File: config.mk
export PLATFORM = sky130hd
export DESIGN_NAME = alu_instr_sequencer
export DESIGN_NICKNAME = d
export VERILOG_FILES = /design/src/rtl/alu_instr_sequencer.sv
export SDC_FILE = /design/constraint.sdc
export NUM_CORES = 1
export LEC_CHECK = 0
export ABC_AREA = 1
export ABC_CLOCK_PERIOD_IN_PS = 1700
export CAP_MARGIN = 10
export CORE_UTILIZATION = 45
export DETAILED_ROUTE_END_ITERATION = 12
export DONT_BUFFER_PORTS = 1
export PLACE_DENSITY = 0.59
export SLEW_MARGIN = 20
export SYNTH_ARGS = -nofsm -noshare
export SYNTH_HDL_FRONTEND = slang
export SYNTH_SLANG_ARGS = --single-unit
export TNS_END_PERCENT = 10
File: constraint.sdc
create_clock -name Clock -period 1.7 [get_ports Clock]
set_input_delay 0.34 -clock Clock [delete_from_list [all_inputs] [get_ports Clock]]
set_output_delay 0.34 -clock Clock [all_outputs]
set_load 0.05 [all_outputs]
File: src/rtl/alu_instr_sequencer.sv
// Hardwired control sequencer for the single-bus datapath: instruction fetch plus
// execute of register-to-register ALU, MUL/DIV and unary ops, one T-step per cycle.
module alu_instr_sequencer #(
  parameter int NUM_REGS = 16,
  parameter int OPCODE_W = 5,
  parameter int REG_W    = 4,
  parameter int MEM_WAIT = 1
) (
  input  logic                Clock,
  input  logic                Clear,
  input  logic                start,
  input  logic [31:0]         ir,
  input  logic                mem_ready,
  output logic                PCout,
  output logic                Zlowout,
  output logic                Zhighout,
  output logic                MDRout,
  output logic                MARin,
  output logic                Zin,
  output logic                PCin,
  output logic                MDRin,
  output logic                IRin,
  output logic                Yin,
  output logic                LOin,
  output logic                HIin,
  output logic                IncPC,
  output logic                Read,
  output logic [NUM_REGS-1:0] Rin,
  output logic [NUM_REGS-1:0] Rout,
  output logic [OPCODE_W-1:0] alu_op,
  output logic                busy,
  output logic                done,
  output logic                illegal
);

  localparam int OPC_LSB = 32 - OPCODE_W;
  localparam int RA_LSB  = OPC_LSB - REG_W;
  localparam int RB_LSB  = RA_LSB - REG_W;
  localparam int RC_LSB  = RB_LSB - REG_W;

  localparam logic [OPCODE_W-1:0] OP_ADD = OPCODE_W'(3);
  localparam logic [OPCODE_W-1:0] OP_ROL = OPCODE_W'(10);
  localparam logic [OPCODE_W-1:0] OP_MUL = OPCODE_W'(15);
  localparam logic [OPCODE_W-1:0] OP_DIV = OPCODE_W'(16);
  localparam logic [OPCODE_W-1:0] OP_NEG = OPCODE_W'(17);
  localparam logic [OPCODE_W-1:0] OP_NOT = OPCODE_W'(18);

  typedef enum logic [3:0] {
    S_IDLE, S_T0, S_T1, S_T2, S_T3, S_T4, S_T5, S_T6, S_DONE
  } state_t;

  state_t              state_q, state_d;
  logic [OPCODE_W-1:0] opc_q, opc_d;
  logic [REG_W-1:0]    ra_q, ra_d;
  logic [REG_W-1:0]    rc_q, rc_d;

  logic [OPCODE_W-1:0] opc_ir;
  logic [REG_W-1:0]    ra_ir, rb_ir, rc_ir;

  assign opc_ir = ir[31:OPC_LSB];
  assign ra_ir  = ir[OPC_LSB-1:RA_LSB];
  assign rb_ir  = ir[RA_LSB-1:RB_LSB];
  assign rc_ir  = ir[RB_LSB-1:RC_LSB];

  generate
    if (RC_LSB > 0) begin : g_spare_bits
      logic unused_ir;
      assign unused_ir = ^ir[RC_LSB-1:0];
    end
  endgenerate

  function automatic logic is_muldiv(input logic [OPCODE_W-1:0] op);
    return (op == OP_MUL) || (op == OP_DIV);
  endfunction

  function automatic logic is_unary(input logic [OPCODE_W-1:0] op);
    return (op == OP_NEG) || (op == OP_NOT);
  endfunction

  function automatic logic is_legal(input logic [OPCODE_W-1:0] op);
    return ((op >= OP_ADD) && (op <= OP_ROL)) || is_muldiv(op) || is_unary(op);
  endfunction

  // Indices at or above NUM_REGS decode to no select at all.
  function automatic logic [NUM_REGS-1:0] reg_sel(input logic [REG_W-1:0] idx);
    logic [NUM_REGS-1:0] sel;
    sel = '0;
    for (int i = 0; i < NUM_REGS; i++) begin
      if (idx == REG_W'(i)) sel[i] = 1'b1;
    end
    return sel;
  endfunction

  // NOTE: state and latched fields use non-blocking assignments so every flop
  // samples the pre-edge values; the latched fields are reset too so T4..T6
  // decode never sees X after an aborted instruction.
  always_ff @(posedge Clock or posedge Clear) begin
    if (Clear) begin
      state_q <= S_IDLE;
      opc_q   <= '0;
      ra_q    <= '0;
      rc_q    <= '0;
    end else begin
      state_q <= state_d;
      opc_q   <= opc_d;
      ra_q    <= ra_d;
      rc_q    <= rc_d;
    end
  end

  // NOTE: every variable gets a default before the case so no path infers a latch.
  always_comb begin
    state_d = state_q;
    opc_d   = opc_q;
    ra_d    = ra_q;
    rc_d    = rc_q;
    case (state_q)
      S_IDLE: if (start) state_d = S_T0;
      S_T0:   state_d = S_T1;
      S_T1:   if (!((MEM_WAIT != 0) && !mem_ready)) state_d = S_T2;
      S_T2:   state_d = S_T3;
      S_T3: begin
        if (is_legal(opc_ir)) begin
          state_d = S_T4;
          opc_d   = opc_ir;
          ra_d    = ra_ir;
          rc_d    = rc_ir;
        end else begin
          state_d = S_IDLE;
        end
      end
      S_T4:   state_d = S_T5;
      S_T5:   state_d = is_muldiv(opc_q) ? S_T6 : S_DONE;
      S_T6:   state_d = S_DONE;
      S_DONE: state_d = S_IDLE;
      default: state_d = S_IDLE;
    endcase
  end

  always_comb begin
    PCout    = 1'b0;
    Zlowout  = 1'b0;
    Zhighout = 1'b0;
    MDRout   = 1'b0;
    MARin    = 1'b0;
    Zin      = 1'b0;
    PCin     = 1'b0;
    MDRin    = 1'b0;
    IRin     = 1'b0;
    Yin      = 1'b0;
    LOin     = 1'b0;
    HIin     = 1'b0;
    IncPC    = 1'b0;
    Read     = 1'b0;
    Rin      = '0;
    Rout     = '0;
    alu_op   = '0;
    done     = 1'b0;
    illegal  = 1'b0;
    busy     = (state_q != S_IDLE);
    case (state_q)
      S_T0: begin
        PCout = 1'b1;
        MARin = 1'b1;
        IncPC = 1'b1;
        Zin   = 1'b1;
      end
      // PCin stays high across wait cycles; Z holds PC+1 so reloading is harmless.
      S_T1: begin
        Zlowout = 1'b1;
        PCin    = 1'b1;
        Read    = 1'b1;
        MDRin   = 1'b1;
      end
      S_T2: begin
        MDRout = 1'b1;
        IRin   = 1'b1;
      end
      S_T3: begin
        if (is_legal(opc_ir)) begin
          Rout = reg_sel(rb_ir);
          Yin  = 1'b1;
        end else begin
          illegal = 1'b1;
        end
      end
      S_T4: begin
        Zin    = 1'b1;
        alu_op = opc_q;
        if (!is_unary(opc_q)) Rout = reg_sel(rc_q);
      end
      S_T5: begin
        Zlowout = 1'b1;
        if (is_muldiv(opc_q)) LOin = 1'b1;
        else                  Rin  = reg_sel(ra_q);
      end
      S_T6: begin
        Zhighout = 1'b1;
        HIin     = 1'b1;
      end
      S_DONE: done = 1'b1;
      default: ;
    endcase
  end

endmodule

# ---- Yosys cells after proc, flatten, opt, wreduce, memory -nomap -nowiden
# Index checks and enable logic that the tools add are counted.
dict set report op_classes {
  n_lt_le_gt_ge 2
  eq_ne 63
  div 0
  mux 72
  addsub 0
  n_mul 0
  shift 0
  n_bitwise 0
  reduce_logical 16
}
# cell n
set op_table {}
lappend op_table {{$eq 4x4->1 const B} 25}
lappend op_table {{$eq 4x3->1 const B} 16}
lappend op_table {{$mux 16} 4}
lappend op_table {{$mux 1} 61}
lappend op_table {{$eq 4x2->1 const B} 8}
lappend op_table {{$pmux 16 s2} 1}
lappend op_table {{$pmux 4 s8} 1}
lappend op_table {{$eq 5x5->1 const B} 6}
lappend op_table {{$eq 4x1->1 const B} 4}
lappend op_table {{$logic_not 4->1} 4}
lappend op_table {{$mux 4} 3}
lappend op_table {{$eq 5x4->1 const B} 2}
lappend op_table {{$logic_or 1x1->1} 6}
lappend op_table {{$ge 5x2->1 const B} 1}
lappend op_table {{$le 5x4->1 const B} 1}
lappend op_table {{$mux 5} 1}
lappend op_table {{$ne 2x2->1 const B} 2}
lappend op_table {{$reduce_and 2->1} 2}
lappend op_table {{$reduce_bool 4->1} 1}
lappend op_table {{$reduce_or 2->1} 2}
lappend op_table {{$mux 3} 1}
lappend op_table {{$logic_and 1x1->1} 1}
dict set report word_totals {
  regBits 17
  mem_count 0
  output_inout_bits 54
  romBits 0
  mem_bits_rw 0
  latch_bits 0
}

# ---- Logic depth before layout (Yosys ltp)
dict set report logic_depth {
  ltp_word 6
  depth_mapped 9
}

# ---- Worst setup path after synthesis
# OpenSTA, ideal clock, no wires.
dict set report synth_timing {
  path_kind {register -> output}
  start {register state_q[0]}
  end {output illegal}
  slack_ps -573
  path_stages_with_launch 5
  required_ps 1360
  n_path_buf 0
  t_arrival_ps 1933
  cell_sequence {dfrtp_1 nor2_1 inv_2 nor2_8 a21boi_0}
}
dict set report synth_via {
  elab_chain_cells 2
}
# item line_no
set synth_rtl {}
lappend synth_rtl {{start, declared} 52} ;# state_t state_q, state_d;
lappend synth_rtl {{start signal, assigned} 104} ;# state_q <= state_d;
lappend synth_rtl {{$eq 4x3->1} 161} ;# case (state_q)
lappend synth_rtl {{$mux 1} 161}
lappend synth_rtl {{end, declared} 33} ;# output logic illegal
# Every way passes these cells.

# ---- Final worst setup path
dict set report layout_timing {
  start {register state_q[2]}
  end {output Rin[8]}
}
dict set report layout_via {
  elab_chain_cells 2
}
# item line_no
set layout_rtl {}
lappend layout_rtl {{$eq 4x3->1} 161}
lappend layout_rtl {{$mux 16} 161}
lappend layout_rtl {{end, declared} 28} ;# output logic [NUM_REGS-1:0] Rin,
# Every way passes these cells.

==> results.md <==
- Setup crit end kind: output port
- Met3 usage: 8.316%
- Syn Inst Count: 247
- Full die area: 3675 um2
- Drt wl/cell: 17.05 um
- Area share of the largest cell type after synthesis: 27.51%
- Grt peak-use layer: met2
- Max clock buf depth: 2
- Syn Std Cell Area: 1546 um2
- ANT cells: 0
- Hold Vio Cnt, Final: 0
- Worst Setup Start Kind: flop
- Final Max Slew Viols: 0
- Via count: 2,056
- Layout area overhead: 83.74%
- H-tree depth: 1
- Layout cells sized above 1: 49.07%
- Yosys reg bits: 17
- Dpl hpwl: 3.771 mm
- Hold-fix buffers, CTS: 0
- Fill count: 145
- Total wire length: 6.242 mm
- Fmax: 441.3 MHz
- Synth top area cells: dfrtp_1 (28%), nand2_1 (14%), nor2_1 (13%)
- Post-synthesis sequential area ratio: 27.51%
- # IOs: 90
- Clk network pwr share: 5.7%
- Total Nets Final: 359
- Dpl ws: -186.3 ps
- CP max FO: 4
- Most frequent cells in the layout: nand2_1 (51), buf_12 (32), buf_4 (32)
- Origin of the critical flop-to-flop path: state_q[2]
- Run status: finished with violations
- Pleak: 1.232 nW
- Placed Cells: 351
- Vias in the first global route: 1,814
- Required time of the critical path: 1360 ps
- YS warnings: 0
- Sw frac: 57.44%
- Sequential Power Share: 21.3%
- Initial antenna violation count: 0
- Final GP Congestion: 0.8517
- Max-cap violations: 0
- GR Util met2: 54.95%
- Die height: 60.62 um
- Worst clock skew: 13.54 ps
- Routed Antenna Nets: 0
- Number of clock buffers inserted by TritonCTS: 3
- Worst vdd ir: 0.7886 mV
- Failing checks: setup timing
- Relative slew slack: 53.09%
- Die width: 60.62 um
- Kind of critical path: flop to output port
- Switching power: 0.002268 W
- PD cells: 1389 nW/um2
- Root Buffer: clkbuf_4
- Fin Hold WS: 22.69 ps
- Mapped Avg Cell Area: 6.261 um2
- Worst Setup SP: state_q[2]
- RSZ-0062 raised after global routing: true
- Clock sink count: 17
- Worst-path clk slew: 110 ps
- FP Rows: 20
- Library cells used by synthesis: 25
- Final setup violation count: 53
- Starting Density: 49.05%
- DRT Pass-1 Iters: 5
- Final period util: 133.3%
- Logic gate share of total power: 73.1%
- R2R setup slack: 20 ps
- Final WS setup: -566.0 ps
- CP arrival: 1930 ps
- Min-delay worst type: primary input to async pin
- First-pass GRT wire length: 8.342 mm
- Clk Latency, worst-skew pair: 300 ps
- Non-Filler Instances: 366
- Min Tclk post-route: 2266 ps
- Gr usage total: 30.45%
- CORE AREA: 3153 um2
- Cell taking the most area after synthesis: dfrtp_1
- Routed vias/inst: 5.617
- Grt met1 use: 35.11%
- Largest net degree at the start of global routing: 18
- TritonCTS clock tree: built
- Post-route DRC: 0
- First DRT Iteration DRCs: 123
- Tot Pwr: 0.003948 W
- P_int: 0.001680 W
- Grt ovf: 0
- Worst-Margin Slew: 702.9 ps
- PortBufs: 0
- Post-Syn Nets: 283
- Commonest non-fill, non-tap cell in the layout: nand2_1
[metal layers]
metal / part of all wire, % / vias up
li1: - / 937
met1: 40 / 967
met2: 50 / 136
met3: 8.0 / 16
met4: 1.6 / 0
met5: 0 / -
[layout make-up]
class / count / area (um2) / share of cell area (%)
flip-flops and latches: 17 / 426.7 / 15.02
repair buffers: 82 / 1087 / 38.26
well taps: 44 / 55.05 / 1.937
inverters: 36 / 146.4 / 5.152
multi-input cells: 183 / 1100 / 38.71
clock buffers: 4 / 26.28 / 0.9247
[registers in the layout, indices dropped and copies added, names as in the netlist]
signal   flops
opc_q        5
ra_q         4
rc_q         4
state_q      4
[worst paths after layout]
| check | cells past startpoint | to |
|---|---|---|
| max | 9 | Rin[8] |
| min | 1 | state_q[2] |
| max reg2reg | 10 | ra_q[1] |
| min reg2reg | 2 | opc_q[4] |
| max in group asynchronous | 1 | state_q[0] |
| min in group Clock | 2 | opc_q[0] |
[worst max-delay path, cell delays in order, from the launching register on]
cell and delay, ps:
dfrtp_1 400, inv_2 70, nor2_4 130, inv_2 80
nor2_4 90, inv_2 60, nor2_4 250, nand3_4 210
nor2_4 170, buf_12 150
[repair_timing]
action                     CTS  global route
setup endpoints to repair   58            61
pin swaps                    7             8
buffers inserted             5             6
gates resized for setup     43            13
[cell usage after synthesis, drive strengths merged]
master and instances:
nor2 58, nand2 56, inv 36, nand3 30, o21ai 24, dfrtp 17
buf 11, a21oi 5, nand4 5, nor3 2, o22ai 2, a21boi 1
[kinds of logic (layout without fill, tap and decap cells)]
kind of cell / after synthesis / in the layout / synth area share, %
compound gates: 32 / 32 / 13.35
buf+inv: 47 / 122 / 15.78
flops: 17 / 17 / 27.51
simple gates: 151 / 151 / 43.37
[through the flow]
| step | util (%) | setup TNS (ps) | cell area, um2 |
|---|---|---|---|
| 3_5_place_dp | 79.84 | -3465 | 2517 |
| 5_1_grt | 90.12 | -23610 | 2841 |
| 4_1_cts | 87.22 | -14120 | 2750 |
| 2_1_floorplan | - | -8867 | 1620 |
| 3_3_place_gp | 79.84 | -1988 | 2517 |
| 6_report | 90.12 | -20580 | 2841 |
[power by group through the flow]
stage,logic [W],clock network [W],registers [W]
floorplan,0.00167,0,0.000741
global placement,0.00233,0,0.000768
detailed placement,0.00239,0,0.000776
CTS,0.00259,0.000219,0.000802
global route,0.00302,0.000233,0.000852
finish,0.00288,0.000224,0.000840
(Power assumes the default switching activity.)
